## config.mk

```make
export PLATFORM = sky130hd
export DESIGN_NAME = store_buffer
export DESIGN_NICKNAME = d
export VERILOG_FILES = /design/src/rtl/store_buffer.sv
export SDC_FILE = /design/constraint.sdc
export NUM_CORES = 1
export LEC_CHECK = 0
export CORE_ASPECT_RATIO = 0.9
export CORE_UTILIZATION = 43
export DETAILED_ROUTE_END_ITERATION = 8
export GPL_ROUTABILITY_DRIVEN = 1
export RECOVER_POWER = 100
export SYNTH_ARGS = -nofsm -noshare
export SYNTH_HDL_FRONTEND = slang
export SYNTH_SLANG_ARGS = --single-unit
```

## constraint.sdc

```tcl
create_clock -name clk -period 10.5 [get_ports clk]
set_clock_uncertainty 0.1 [all_clocks]
set_input_delay 1.575 -clock clk [delete_from_list [all_inputs] [get_ports clk]]
set_output_delay 1.575 -clock clk [all_outputs]
set_load 0.02 [all_outputs]
```

## src/rtl/store_buffer.sv

```systemverilog
// Posted-write store buffer in front of the data memory: queues word stores,
// drains them when the memory port is idle and forwards buffered data to loads.
module store_buffer #(
  parameter int DEPTH  = 4,
  parameter int ADDR_W = 32,
  parameter int DATA_W = 32
) (
  input  logic                       clk,
  input  logic                       rst_n,
  input  logic                       st_valid,
  input  logic [ADDR_W-1:0]          st_addr,
  input  logic [DATA_W-1:0]          st_data,
  output logic                       st_ready,
  input  logic                       ld_en,
  input  logic [ADDR_W-1:0]          ld_addr,
  output logic [DATA_W-1:0]          ld_data,
  output logic                       ld_hit,
  output logic [ADDR_W-1:0]          mem_address,
  output logic [DATA_W-1:0]          mem_write_bus,
  output logic                       mem_write_en,
  output logic                       mem_read_en,
  input  logic [DATA_W-1:0]          mem_out_bus,
  output logic [$clog2(DEPTH):0]     count
);

  localparam int PTR_W = $clog2(DEPTH);
  localparam int CNT_W = PTR_W + 1;

  logic [ADDR_W-1:0] addr_q [DEPTH];
  logic [DATA_W-1:0] data_q [DEPTH];
  logic [PTR_W-1:0]  head_q, head_d;
  logic [PTR_W-1:0]  tail_q, tail_d;
  logic [CNT_W-1:0]  count_q, count_d;

  logic              accept;
  logic              drain;
  logic              fwd_hit;
  logic [DATA_W-1:0] fwd_data;
  logic [PTR_W-1:0]  idx;

  assign st_ready = (count_q != CNT_W'(DEPTH));
  assign accept   = st_valid && st_ready;
  assign drain    = !ld_en && (count_q != '0);
  assign count    = count_q;

  always_comb begin
    mem_address   = '0;
    mem_write_bus = '0;
    mem_write_en  = 1'b0;
    mem_read_en   = 1'b0;
    if (ld_en) begin
      mem_address = ld_addr;
      mem_read_en = 1'b1;
    end else if (drain) begin
      mem_address   = addr_q[head_q];
      mem_write_bus = data_q[head_q];
      mem_write_en  = 1'b1;
    end
  end

  // Walk oldest to youngest so the last match (nearest tail) wins.
  always_comb begin
    fwd_hit  = 1'b0;
    fwd_data = '0;
    idx      = '0;
    for (int i = 0; i < DEPTH; i++) begin
      idx = head_q + PTR_W'(i);
      if ((CNT_W'(i) < count_q) &&
          (addr_q[idx][ADDR_W-1:2] == ld_addr[ADDR_W-1:2])) begin
        fwd_hit  = 1'b1;
        fwd_data = data_q[idx];
      end
    end
  end

  assign ld_hit  = ld_en && fwd_hit;
  assign ld_data = ld_hit ? fwd_data : mem_out_bus;

  always_comb begin
    head_d  = drain  ? head_q + PTR_W'(1) : head_q;
    tail_d  = accept ? tail_q + PTR_W'(1) : tail_q;
    count_d = count_q;
    case ({accept, drain})
      2'b10:   count_d = count_q + CNT_W'(1);
      2'b01:   count_d = count_q - CNT_W'(1);
      default: count_d = count_q;
    endcase
  end

  always_ff @(posedge clk or negedge rst_n) begin
    if (!rst_n) begin
      head_q  <= '0;
      tail_q  <= '0;
      count_q <= '0;
    end else begin
      head_q  <= head_d;
      tail_q  <= tail_d;
      count_q <= count_d;
    end
  end

  // Entry payload needs no reset; validity is carried by count and head.
  always_ff @(posedge clk) begin
    if (accept) begin
      addr_q[tail_q] <= st_addr;
      data_q[tail_q] <= st_data;
    end
  end

endmodule

```

Word level (Yosys, flattened, before mapping)
Memory sizes are Yosys's and may differ from the RTL's.
Index checks and enable logic that the tools add are counted.

storage, ports and cells
  register bits = 7
  bits in latches = 0
  RAM bits = 256
  memory bits (read-only) = 0
  bits of input ports = 132
  output and inout port bits = 103
  word-level logic and storage cells = 51
  memories kept = 2

memories
  memory  words  bits a word  read ports  clocked after memory_dff  write ports  RTL line  RTL
  addr_q  4      32           4           0                         1            29        logic [ADDR_W-1:0] addr_q [DEPTH];
  data_q  4      32           4           0                         1            30        logic [DATA_W-1:0] data_q [DEPTH];

operators by class
  add/subtract/negate cells = 6
  $mul = 0
  divide/modulo/power cells = 0
  magnitude comparators = 4
  equal/unequal tests = 7
  shifts and indexed selects = 0
  mux-type cells = 19
  bitwise logic cells = 0
  reduce and logical (&&, ||, !) cells = 10

operators by type and width
  kind                                                                 number
  32-bit two-way mux                                                   9
  30-bit == test                                                       4
  1-bit two-way mux                                                    9
  1-bit logical AND                                                    7
  1-bit by 3-bit < comparator with 1-bit output, first input constant  2
  2-bit by 3-bit < comparator with 1-bit output, first input constant  2
  3-bit case mux with 2 select lines                                   1
  2-bit by 1-bit adder with 2-bit output, second input constant        2
  2-bit adder, second input constant                                   2
  3-bit by 1-bit adder with 3-bit output, second input constant        1
  3-bit inequality test, second input constant                         1
  3-bit nonzero test                                                   1
  3-bit by 1-bit subtractor with 3-bit output, second input constant   1
  2-bit by 1-bit == test with 1-bit output, second input constant      1
  2-bit == test, second input constant                                 1
  2-bit nonzero test                                                   1
  1-bit zero test                                                      1

Depth between registers and ports, before layout
Gate-level depths: netlist (run 1).
An unclocked memory read counts as a cell.

  word-level depth = 9
  mapped depth = 19
  gate-level depth less buffers = 11

Worst setup path before layout (run 1)
Ideal clock, no wire load.

  path type = input to output
  from = in ld_addr[3]
  to = out ld_data[17]
  data arrival time = 4.290 ns
  path slack = 4.535 ns
  stages on the path = 11
  path buffers = 3
  path through = clkbuf_1 xnor2_1 or4_1 mux2i_1 nor4b_2 buf_2 buf_1 a211oi_1 o22ai_1 nand2_1 o21ai_1

between the ends
  word-level cells in the longest chain between the ends = 8
  elaborated cells on any way between the ends = 18
  classes of those cells = 4 x eq/ne; 9 x mux; 5 x reduce/logical

ends and longest elaborated chain
  element                          RTL line  RTL
  start, declared                  15        input logic [ADDR_W-1:0] ld_addr,
  30-bit == test                   69        (addr_q[idx][ADDR_W-1:2] == ld_addr[ADDR_W-1:2])) begin
  1-bit logical AND                68        if ((CNT_W'(i) < count_q) &&
  1-bit two-way mux (4 in series)  68
  1-bit logical AND                76        assign ld_hit = ld_en && fwd_hit;
  32-bit two-way mux (*)           77        assign ld_data = ld_hit ? fwd_data : mem_out_bus;
  end, declared                    16        output logic [DATA_W-1:0] ld_data,

Mark *: on every way between the ends. The rest lies on a longest branch, timed or not.

Final worst setup path (run 1)
  from = in ld_addr[11]
  to = out ld_data[29]

The elaborated chain is that of the path after synthesis.

==> flow_summary.json, run 1 <==
{
  "status": "complete, but fails checks",
  "violations": "capacitance limit, slew limit",
  "hold_viol_final": 0,
  "ys_seq_area_share_pct": 40.57,
  "arrival_ns": 7.61,
  "start_util_pct": 43.75,
  "clk_pin_slew_ns": 0.06,
  "core_area_sq_um": 44300,
  "clock_sinks": 263,
  "irDropWorstVdd_v": 0.0001802,
  "ioPinCount": 235,
  "grt_usage_pct": 30.37,
  "dr_total_vias": 16430,
  "post_cts_buffers": 0,
  "hold_path.class": "flip-flop to flip-flop",
  "end_kind": "primary output",
  "worstMarginPinSlew_ns": 3.323,
  "synth-seq-cells": 263,
  "h-tree-depth": 1,
  "die_y_um": 203.4,
  "area_growth_pct": 18.05,
  "totalWireLength_um": 70460,
  "drt_iter0_drc": 1887,
  "dpl_cell_area_sq_um": 21830,
  "min_period_ns": 9.287,
  "die_w_um": 225.8,
  "crit_fanout": 35,
  "cts_buffer_depth": 3,
  "synth-main-ff-cell": "edfxtp_1",
  "fin_setup_tns_ns": 0,
  "grt_pass1_vias": 15880,
  "firstDrtPassIters": 6,
  "netlist_instances": 1737,
  "clockPowerShare_pct": 18.9,
  "viasPerCell": 6.624,
  "seqPwrFrac_pct": 26.0,
  "netSwitchingFraction_pct": 43.71,
  "cts-resized-gates": 0,
  "cts-root-buf": "clkbuf_16",
  "ys_async_sr_fraction_pct": 2.662,
  "fin_util_pct": 51.64,
  "drv_cap": 11,
  "fin_area_sq_um": 22880,
  "power_leakage_nw": 7.874,
  "timing.final.crit_share_pct": 88.45,
  "postRouteAntennaNets": 0,
  "setup_viol": 0,
  "p_comb_share_pct": 55.1,
  "syn_avg_cell_area_sq_um": 11.16,
  "synth_nets": 1878,
  "fmaxAchievable_mhz": 107.7,
  "yosys_warnings": 0,
  "die_area_sq_um": 45920,
  "relSlewSlack_pct": -121.5,
  "cts_tree": "built",
  "hold_buffers": 0,
  "drive_gt1_share_pct": 13.21,
  "wire_per_inst_um": 28.40,
  "syn_area_sq_um": 19380,
  "synth.distinct_cells": 83,
  "intPower_mw": 3.464,
  "gp_congestion": 1.003,
  "grt_pass1_wl_um": 104200,
  "drc": 0,
  "port_buffers": 234,
  "rsz0062_at_grt": "no",
  "required_ns": 8.83,
  "report.final.slew_viol_count": 381,
  "synth_edf_count": 256,
  "grt_max_degree": 134,
  "switching_power_mw": 2.690,
  "startpoint_type": "input pin",
  "power.total_mw": 6.153,
  "antenna_found_initial": 7,
  "clock_latency_ns": 0.59,
  "cts_made_buffers": 30,
  "critPathKind": "input pin to primary output",
  "hpwl_um": 47500,
  "power_density_nw_per_um2": 269.0,
  "rows": 73,
  "overflow": 0,
  "finalNetCount": 1995
}
-- Yosys cell counts, drive strengths merged (9+ instances only) --
cell type  instances  share of area, %
nand3             36              0.93
ha                 9              0.58
mux4              61               7.1
o22ai             28              0.90
nand4             67               2.2
nand2            115               2.2
a41o              20               1.0
a32o              11              0.57
or2               17              0.55
inv               20              0.39
a22o              26               1.2
clkbuf            96               1.9
o211ai            14              0.54
o41ai             33               1.5
a211oi            58               2.2
a21oi             18              0.46
buf               88               3.5
mux2              59               3.4
mux2i            207                11
nand2b            12              0.39
xor2              32               1.4
and3              21              0.68
edfxtp           256                40
o21ai            101               2.6
nor3              13              0.34
a41oi             23               1.0
xnor2             76               3.4
nor2              79               1.5
nor4              16              0.63
-- cell usage in the layout (no fill, tap or decap), types with 13 or more instances in the layout --
master and n:
inv_1 19, mux2i_1 206, a21oi_1 18, nand3_1 36, nand2_1 114, nor4_1 13, a41oi_1 23, a41o_1 20
mux2_2 59, o22ai_1 27, o211ai_1 14, nor2_1 78, clkbuf_16 31, and3_1 21, a22o_1 26, xnor2_1 76
dlygate4sd3_1 165, nand4_1 67, o41ai_1 32, edfxtp_1 256, clkdlybuf4s50_1 68, o21ai_1 55, mux4_2 58, xor2_1 32
buf_4 25, o21ai_0 46, or2_2 17, nor3_1 13, a211oi_1 58
-- cells by family (layout without fill, tap and decap cells) --
kind of cell               count (synthesis)  count (layout)  synth area share, %
adders and majority gates                  9               9               0.5811
DFF                                      263             263                40.57
xor gates and xnor gates                 108             108                4.881
muxes                                    327             327                21.27
AOI/OAI and AO/OA                        409             409                15.68
and+or+nand+nor                          416             416                11.27
other                                      0               4                    0
buffers and inverters                    205             345                5.740
-- metal layers --
| metal | GRT usage [%] | routed length (um) |
|---|---|---|
| met4 | 8.479 | 1924 |
| met2 | 46.70 | 31740 |
| met1 | 43.57 | 30210 |
| met5 | 0 | 26 |
| met3 | 5.676 | 6560 |
-- power by group through the flow --
| stage | sequential [mW] | combinational, mW | clock, mW |
|---|---|---|---|
| floorplan | 1.51 | 2.43 | 0 |
| detailed placement | 1.61 | 3.37 | 0 |
| CTS | 1.58 | 3.39 | 1.18 |
| finish | 1.60 | 3.39 | 1.16 |
| global route | 1.63 | 3.56 | 1.21 |
| global placement | 1.59 | 3.38 | 0 |
-- critical path: stages --
cell and delay, ns:
dlygate4sd3_1 0.81, a22o_1 0.31, a2111oi_0 0.83, o211ai_1 0.27, nor4_4 0.29, clkbuf_2 0.87, o41ai_4 0.07, buf_4 0.37
inv_1 0.89, o21ai_0 0.36, o21ai_1 0.23, dlygate4sd3_1 0.70
-- layout make-up --
class                   instances  area [sq um]
multi-input cells            1269         10480
clock buffers                  32         779.5
well taps                     600         750.7
clock inverters                23         300.3
inverters                      21         78.83
repair buffers                269          2611
diodes                          4         10.01
flip-flops and latches        263          7870
fillers                      3904         21420
-- flip-flops by register name, summed over array words and instances, names as in the netlist --
signal,flops
count,3
head_q,2
data_q,128
addr_q,128
tail_q,2
-- stage by stage --
| step | hold slack [ns] | cells | setup slack [ns] |
|---|---|---|---|
| 2_1_floorplan | 0.4796 | 1737 | 4.535 |
| 3_3_place_gp | 0.4901 | 2422 | 2.151 |
| 3_5_place_dp | 0.5117 | 2422 | 2.182 |
| 4_1_cts | 0.5288 | 2477 | 2.153 |
| 5_1_grt | 0.5540 | 2480 | 1.001 |
| 6_report | 0.5262 | 2481 | 1.213 |
-- final timing paths --
path | startpoint | endpoint | slack [ns] | depth (start not counted)
setup / recovery | ld_addr[11] | ld_data[29] | 1.21 | 12
hold / removal | count[1] | count[1] | 0.53 | 2
setup reg to reg | count[0] | data_q[0][10] | 5.17 | 5
hold reg to reg | count[1] | count[1] | 0.53 | 2
max in group asynchronous | rst_n | head_q[1] | 8.77 | 1
min in group asynchronous | rst_n | count[0] | 1.23 | 1
Power figures use the tool's default switching activity.
==> run 2: changes to the inputs <==
--- a/config.mk
+++ b/config.mk
@@ -6,6 +6,8 @@
 export NUM_CORES = 1
 export LEC_CHECK = 0
+export CAP_MARGIN = 0
 export CORE_ASPECT_RATIO = 0.9
 export CORE_UTILIZATION = 43
+export CTS_BUF_LIST = sky130_fd_sc_hd__clkbuf_4
 export DETAILED_ROUTE_END_ITERATION = 8
 export GPL_ROUTABILITY_DRIVEN = 1
--- a/constraint.sdc
+++ b/constraint.sdc
@@ -3,3 +3,3 @@
 set_input_delay 1.575 -clock clk [delete_from_list [all_inputs] [get_ports clk]]
 set_output_delay 1.575 -clock clk [all_outputs]
-set_load 0.02 [all_outputs]
+set_load 0.01 [all_outputs]
==> flow_summary.json, run 2 (same netlist as run 1, synthesis figures left out) <==
{
  "status": "complete, but fails checks",
  "violations": "capacitance limit, slew limit",
  "viasPerCell": 6.559,
  "cts-resized-gates": 0,
  "dpl_cell_area_sq_um": 21820,
  "die_w_um": 225.8,
  "hpwl_um": 47580,
  "timing.final.crit_share_pct": 87.93,
  "cts-root-buf": "clkbuf_4",
  "start_util_pct": 43.75,
  "worstMarginPinSlew_ns": 4.695,
  "cts_buffer_depth": 3,
  "intPower_mw": 3.213,
  "slowest_stage": "clkbuf_1",
  "final_cell_mix": "edfxtp_1 (256), mux2i_1 (206), dlygate4sd3_1 (149), nand2_1 (114), clkbuf_4 (104)",
  "endpoint": "mem_address[5]",
  "setup_viol": 0,
  "grt_max_degree": 72,
  "core_area_sq_um": 44300,
  "wire_per_inst_um": 27.57,
  "drt_iter0_drc": 1880,
  "hold_path.class": "flip-flop to flip-flop",
  "antenna_found_initial": 6,
  "ioPinCount": 235,
  "pre_cts_slack_ns": 2.306,
  "fin_util_pct": 51.21,
  "cp_common_cell": "clkbuf_1",
  "clk_pin_slew_ns": 0.06,
  "seqPwrFrac_pct": 27.7,
  "hp-start": "count[0]",
  "grt_pass1_wl_um": 103900,
  "worst_slack_ns": 1.267,
  "die_area_sq_um": 45920,
  "irDropWorstVdd_v": 0.0001344,
  "crit_chain": "clkbuf_1, a21o_1, clkbuf_1, clkinv_1, clkbuf_1, a32o_1, dlygate4sd3_1",
  "power_leakage_nw": 7.862,
  "startpoint_type": "input pin",
  "p_comb_share_pct": 56.5,
  "port_buffers": 234,
  "cts_made_buffers": 73,
  "clockPowerShare_pct": 15.8,
  "cpPeakStageDelay_ns": 1.74,
  "fmaxAchievable_mhz": 108.3,
  "power_density_nw_per_um2": 257.0,
  "cp.depth": 7,
  "dr_total_vias": 16770,
  "setup.worst_path.start": "ld_en",
  "final_common_cell": "edfxtp_1",
  "reg2regPathDepth": 5,
  "totalWireLength_um": 70500,
  "netSwitchingFraction_pct": 44.88,
  "switching_power_mw": 2.616,
  "power.total_mw": 5.830,
  "hold_buffers": 0,
  "crit_fanout": 36,
  "drive_gt1_share_pct": 16.05,
  "fin_setup_tns_ns": 0,
  "drv_cap": 8,
  "gp_congestion": 0.9651,
  "required_ns": 8.83,
  "drc": 0,
  "hold_viol_final": 0,
  "reg2reg_from": "count[0]",
  "reg2reg_slack_ns": 4.95,
  "relSlewSlack_pct": -213.0,
  "postRouteAntennaNets": 0,
  "fin_area_sq_um": 22690,
  "min_period_ns": 9.233,
  "overflow": 0,
  "die_y_um": 203.4,
  "arrival_ns": 7.56,
  "firstDrtPassIters": 6,
  "n_fill_cell": 4019,
  "grt_usage_pct": 30.52,
  "rsz0062_at_grt": "no",
  "end_kind": "primary output",
  "clock_sinks": 263,
  "rows": 73,
  "area_growth_pct": 17.07,
  "critPathKind": "input pin to primary output",
  "timing.rr.end": "data_q[2][25]",
  "h-tree-depth": 3,
  "grt_pass1_vias": 16120,
  "cts_tree": "built",
  "report.final.slew_viol_count": 362,
  "clock_latency_ns": 0.81,
  "min_delay_path_depth": 1,
  "finalNetCount": 2038,
  "crit_buf_inv": 5,
  "post_cts_buffers": 0,
  "critPathTopFamily": "buffers and inverters"
}
-- run 2: how the worst min path moves through the flow --
stage / end / slack, ns
4_1_cts: count[0] / 0.54
3_5_place_dp: count[0] / 0.53
6_report: count[0] / 0.53
2_1_floorplan: tail_q[1] / 0.48
3_3_place_gp: count[1] / 0.49
5_1_grt: count[0] / 0.56
-- run 2: power by group through the flow --
stage	logic (mW)	registers [mW]	clock network, mW
floorplan	2.34	1.50	0
global placement	3.28	1.60	0
detailed placement	3.27	1.62	0
CTS	3.29	1.60	0.943
global route	3.47	1.65	0.996
finish	3.29	1.62	0.922
-- run 2: final cells by class --
type	instances	area [sq um]	area share (%)
antenna	7	17.52	0.07721
timing repair buffer	269	2601	11.47
sequential	263	7868	34.68
clock inverter	24	113.9	0.5019
tap	600	750.7	3.309
clock buffer	104	780.7	3.441
inverter	21	78.83	0.3475
multi-input combinational	1269	10480	46.18
-- run 2: per-layer routing --
metal	vias to the layer above	track usage (%)	share of wire, %
met5	-	0	0
met4	0	10.45	3.0
met3	144	6.959	9.9
met2	1007	45.33	44
met1	8349	43.60	43
li1	7271	-	-
-- run 2: metrics by stage --
stage,instances,hold WS [ns]
final,2557,0.5345
after global routing,2556,0.5618
after CTS,2550,0.5359
after detailed placement,2422,0.5263
after global placement,2422,0.4864
after floorplan,1737,0.4796
-- run 2: worst register-to-register path, stage by stage (launching register included) --
cell,delay [ns]
dfrtp_1,0.49
inv_1,0.14
ha_1,0.23
nand2_1,0.17
and3_1,0.49
clkbuf_1,3.33
==> run 3: changes to the inputs <==
MAX_ROUTING_LAYER = met4   (was not set)
==> flow_summary.json, run 3 (same netlist as run 1, synthesis figures left out) <==
{
  "setup_viol": 0,
  "finalNetCount": 2042,
  "hpwl_um": 47610,
  "overflow": 0,
  "relSlewSlack_pct": -156.4,
  "rows": 73,
  "final_cell_mix": "edfxtp_1 (256), mux2i_1 (206), dlygate4sd3_1 (152), nand2_1 (114), clkbuf_4 (106)",
  "hold_path.class": "flip-flop to flip-flop",
  "cts_made_buffers": 74,
  "min_delay_path_depth": 1,
  "antenna_found_initial": 10,
  "die_y_um": 203.4,
  "cts-resized-gates": 0,
  "rsz0062_at_grt": "no",
  "reg2reg_slack_ns": 5.07,
  "h-tree-depth": 3,
  "critPathKind": "input pin to primary output",
  "power_density_nw_per_um2": 261.3,
  "multi_input_area_sq_um": 10480,
  "drt_iter0_drc": 1845,
  "grt_usage_pct": 32.03,
  "port_buffers": 234,
  "drv_cap": 10,
  "clock_sinks": 263,
  "power_leakage_nw": 7.928,
  "die_w_um": 225.8,
  "arrival_ns": 7.61,
  "wire_per_inst_um": 27.88,
  "fmaxAchievable_mhz": 107.7,
  "hold_buffers": 0,
  "fin_setup_tns_ns": 0,
  "seqCellArea_sq_um": 7868,
  "hp-start": "count[0]",
  "timing.rr.end": "addr_q[0][6]",
  "die_area_sq_um": 45920,
  "post_cts_buffers": 0,
  "ioPinCount": 235,
  "start_util_pct": 43.75,
  "core_area_sq_um": 44300,
  "n_fill_cell": 3996,
  "dpl_cell_area_sq_um": 21820,
  "area_growth_pct": 17.60,
  "cts-root-buf": "clkbuf_4",
  "min_period_ns": 9.287,
  "dr_total_vias": 16820,
  "clk_pin_slew_ns": 0.07,
  "gp_congestion": 1.007,
  "worstMarginPinSlew_ns": 3.847,
  "report.final.slew_viol_count": 361,
  "firstDrtPassIters": 5,
  "reg2reg_from": "count[0]",
  "fin_area_sq_um": 22790,
  "drc": 0,
  "grt_pass1_vias": 16470,
  "end_kind": "primary output",
  "hold_end": "count[0]",
  "drive_gt1_share_pct": 16.16,
  "cts_tree": "built",
  "startpoint_type": "input pin",
  "crit_fanout": 36,
  "violations": "capacitance limit, slew limit",
  "grt_max_degree": 77,
  "grt_pass1_wl_um": 105500,
  "final_common_cell": "edfxtp_1",
  "totalWireLength_um": 71520,
  "reg2regPathDepth": 5,
  "viasPerCell": 6.557,
  "irDropWorstVdd_v": 0.0001292,
  "required_ns": 8.83,
  "status": "complete, but fails checks",
  "timing.final.crit_share_pct": 88.44,
  "postRouteAntennaNets": 0,
  "hold_viol_final": 0,
  "clock_latency_ns": 0.80,
  "fin_util_pct": 51.44,
  "cts_buffer_depth": 3
}
-- run 3: changes by cell type in the layout (fill, tap and decap cells not counted), moves of 2 or more --
| cell | delta |
|---|---|
| buf_12 | -2 |
| buf_4 | +5 |
| bufinv_16 | +4 |
| clkbuf_4 | +2 |
| clkdlybuf4s50_1 | -3 |
| clkinv_1 | +2 |
| clkinv_2 | -2 |
| clkinvlp_4 | -4 |
| diode_2 | +3 |
| dlygate4sd3_1 | +3 |
| o21ai_0 | -3 |
| o21ai_1 | +3 |
-- run 3: area by class of cell --
| class | count | area share, % |
|---|---|---|
| well taps | 600 | 3.294 |
| diodes | 10 | 0.1098 |
| clock inverters | 24 | 0.8620 |
| inverters | 21 | 0.3459 |
| multi-input cells | 1269 | 45.97 |
| flip-flops and latches | 263 | 34.52 |
| repair buffers | 272 | 11.40 |
| clock buffers | 106 | 3.492 |
-- run 3: metrics by stage --
step | hold WS [ns] | power (mW) | setup WS, ns | std cells
2_1_floorplan | 0.4796 | 3.848 | 4.665 | 1737
3_3_place_gp | 0.4822 | 4.882 | 2.295 | 2425
3_5_place_dp | 0.5045 | 4.896 | 2.278 | 2425
4_1_cts | 0.5204 | 5.946 | 1.730 | 2555
5_1_grt | 0.5613 | 6.225 | 0.9728 | 2564
6_report | 0.5200 | 5.955 | 1.213 | 2565
-- run 3: per-layer routing --
layer / up-vias / GRT usage, % / part of all wire (%)
li1: 7276 / - / -
met1: 8360 / 43.60 / 42
met2: 1022 / 46.33 / 44
met3: 161 / 7.607 / 11
met4: 0 / 11.54 / 3.0
met5: - / - / 0
-- run 3: report_power, final --
group	total (mW)	switching, mW	internal [mW]
combinational	3.32	1.97	1.34
sequential	1.61	0.196	1.41
clock	1.03	0.470	0.561
-- run 3: how the worst max path moves through the flow --
stage                     slack, ns         endpoint   startpoint  cells past startpoint
after global routing           0.97       ld_data[2]    head_q[1]                     14
after floorplan                4.67      ld_data[10]   ld_addr[3]                     11
after CTS                      1.73      ld_data[29]    head_q[1]                     14
final                          1.21  mem_address[14]        ld_en                      7
after global placement         2.30      ld_data[29]  ld_addr[11]                     12
after detailed placement       2.28      ld_data[29]  ld_addr[22]                     13
-- run 3: critical path, stage by stage --
cell           delay (ns)
clkbuf_1             1.65
a21o_1               0.14
clkbuf_1             1.75
clkinv_1             0.23
clkbuf_1             0.95
a32o_1               0.62
dlygate4sd3_1        0.63
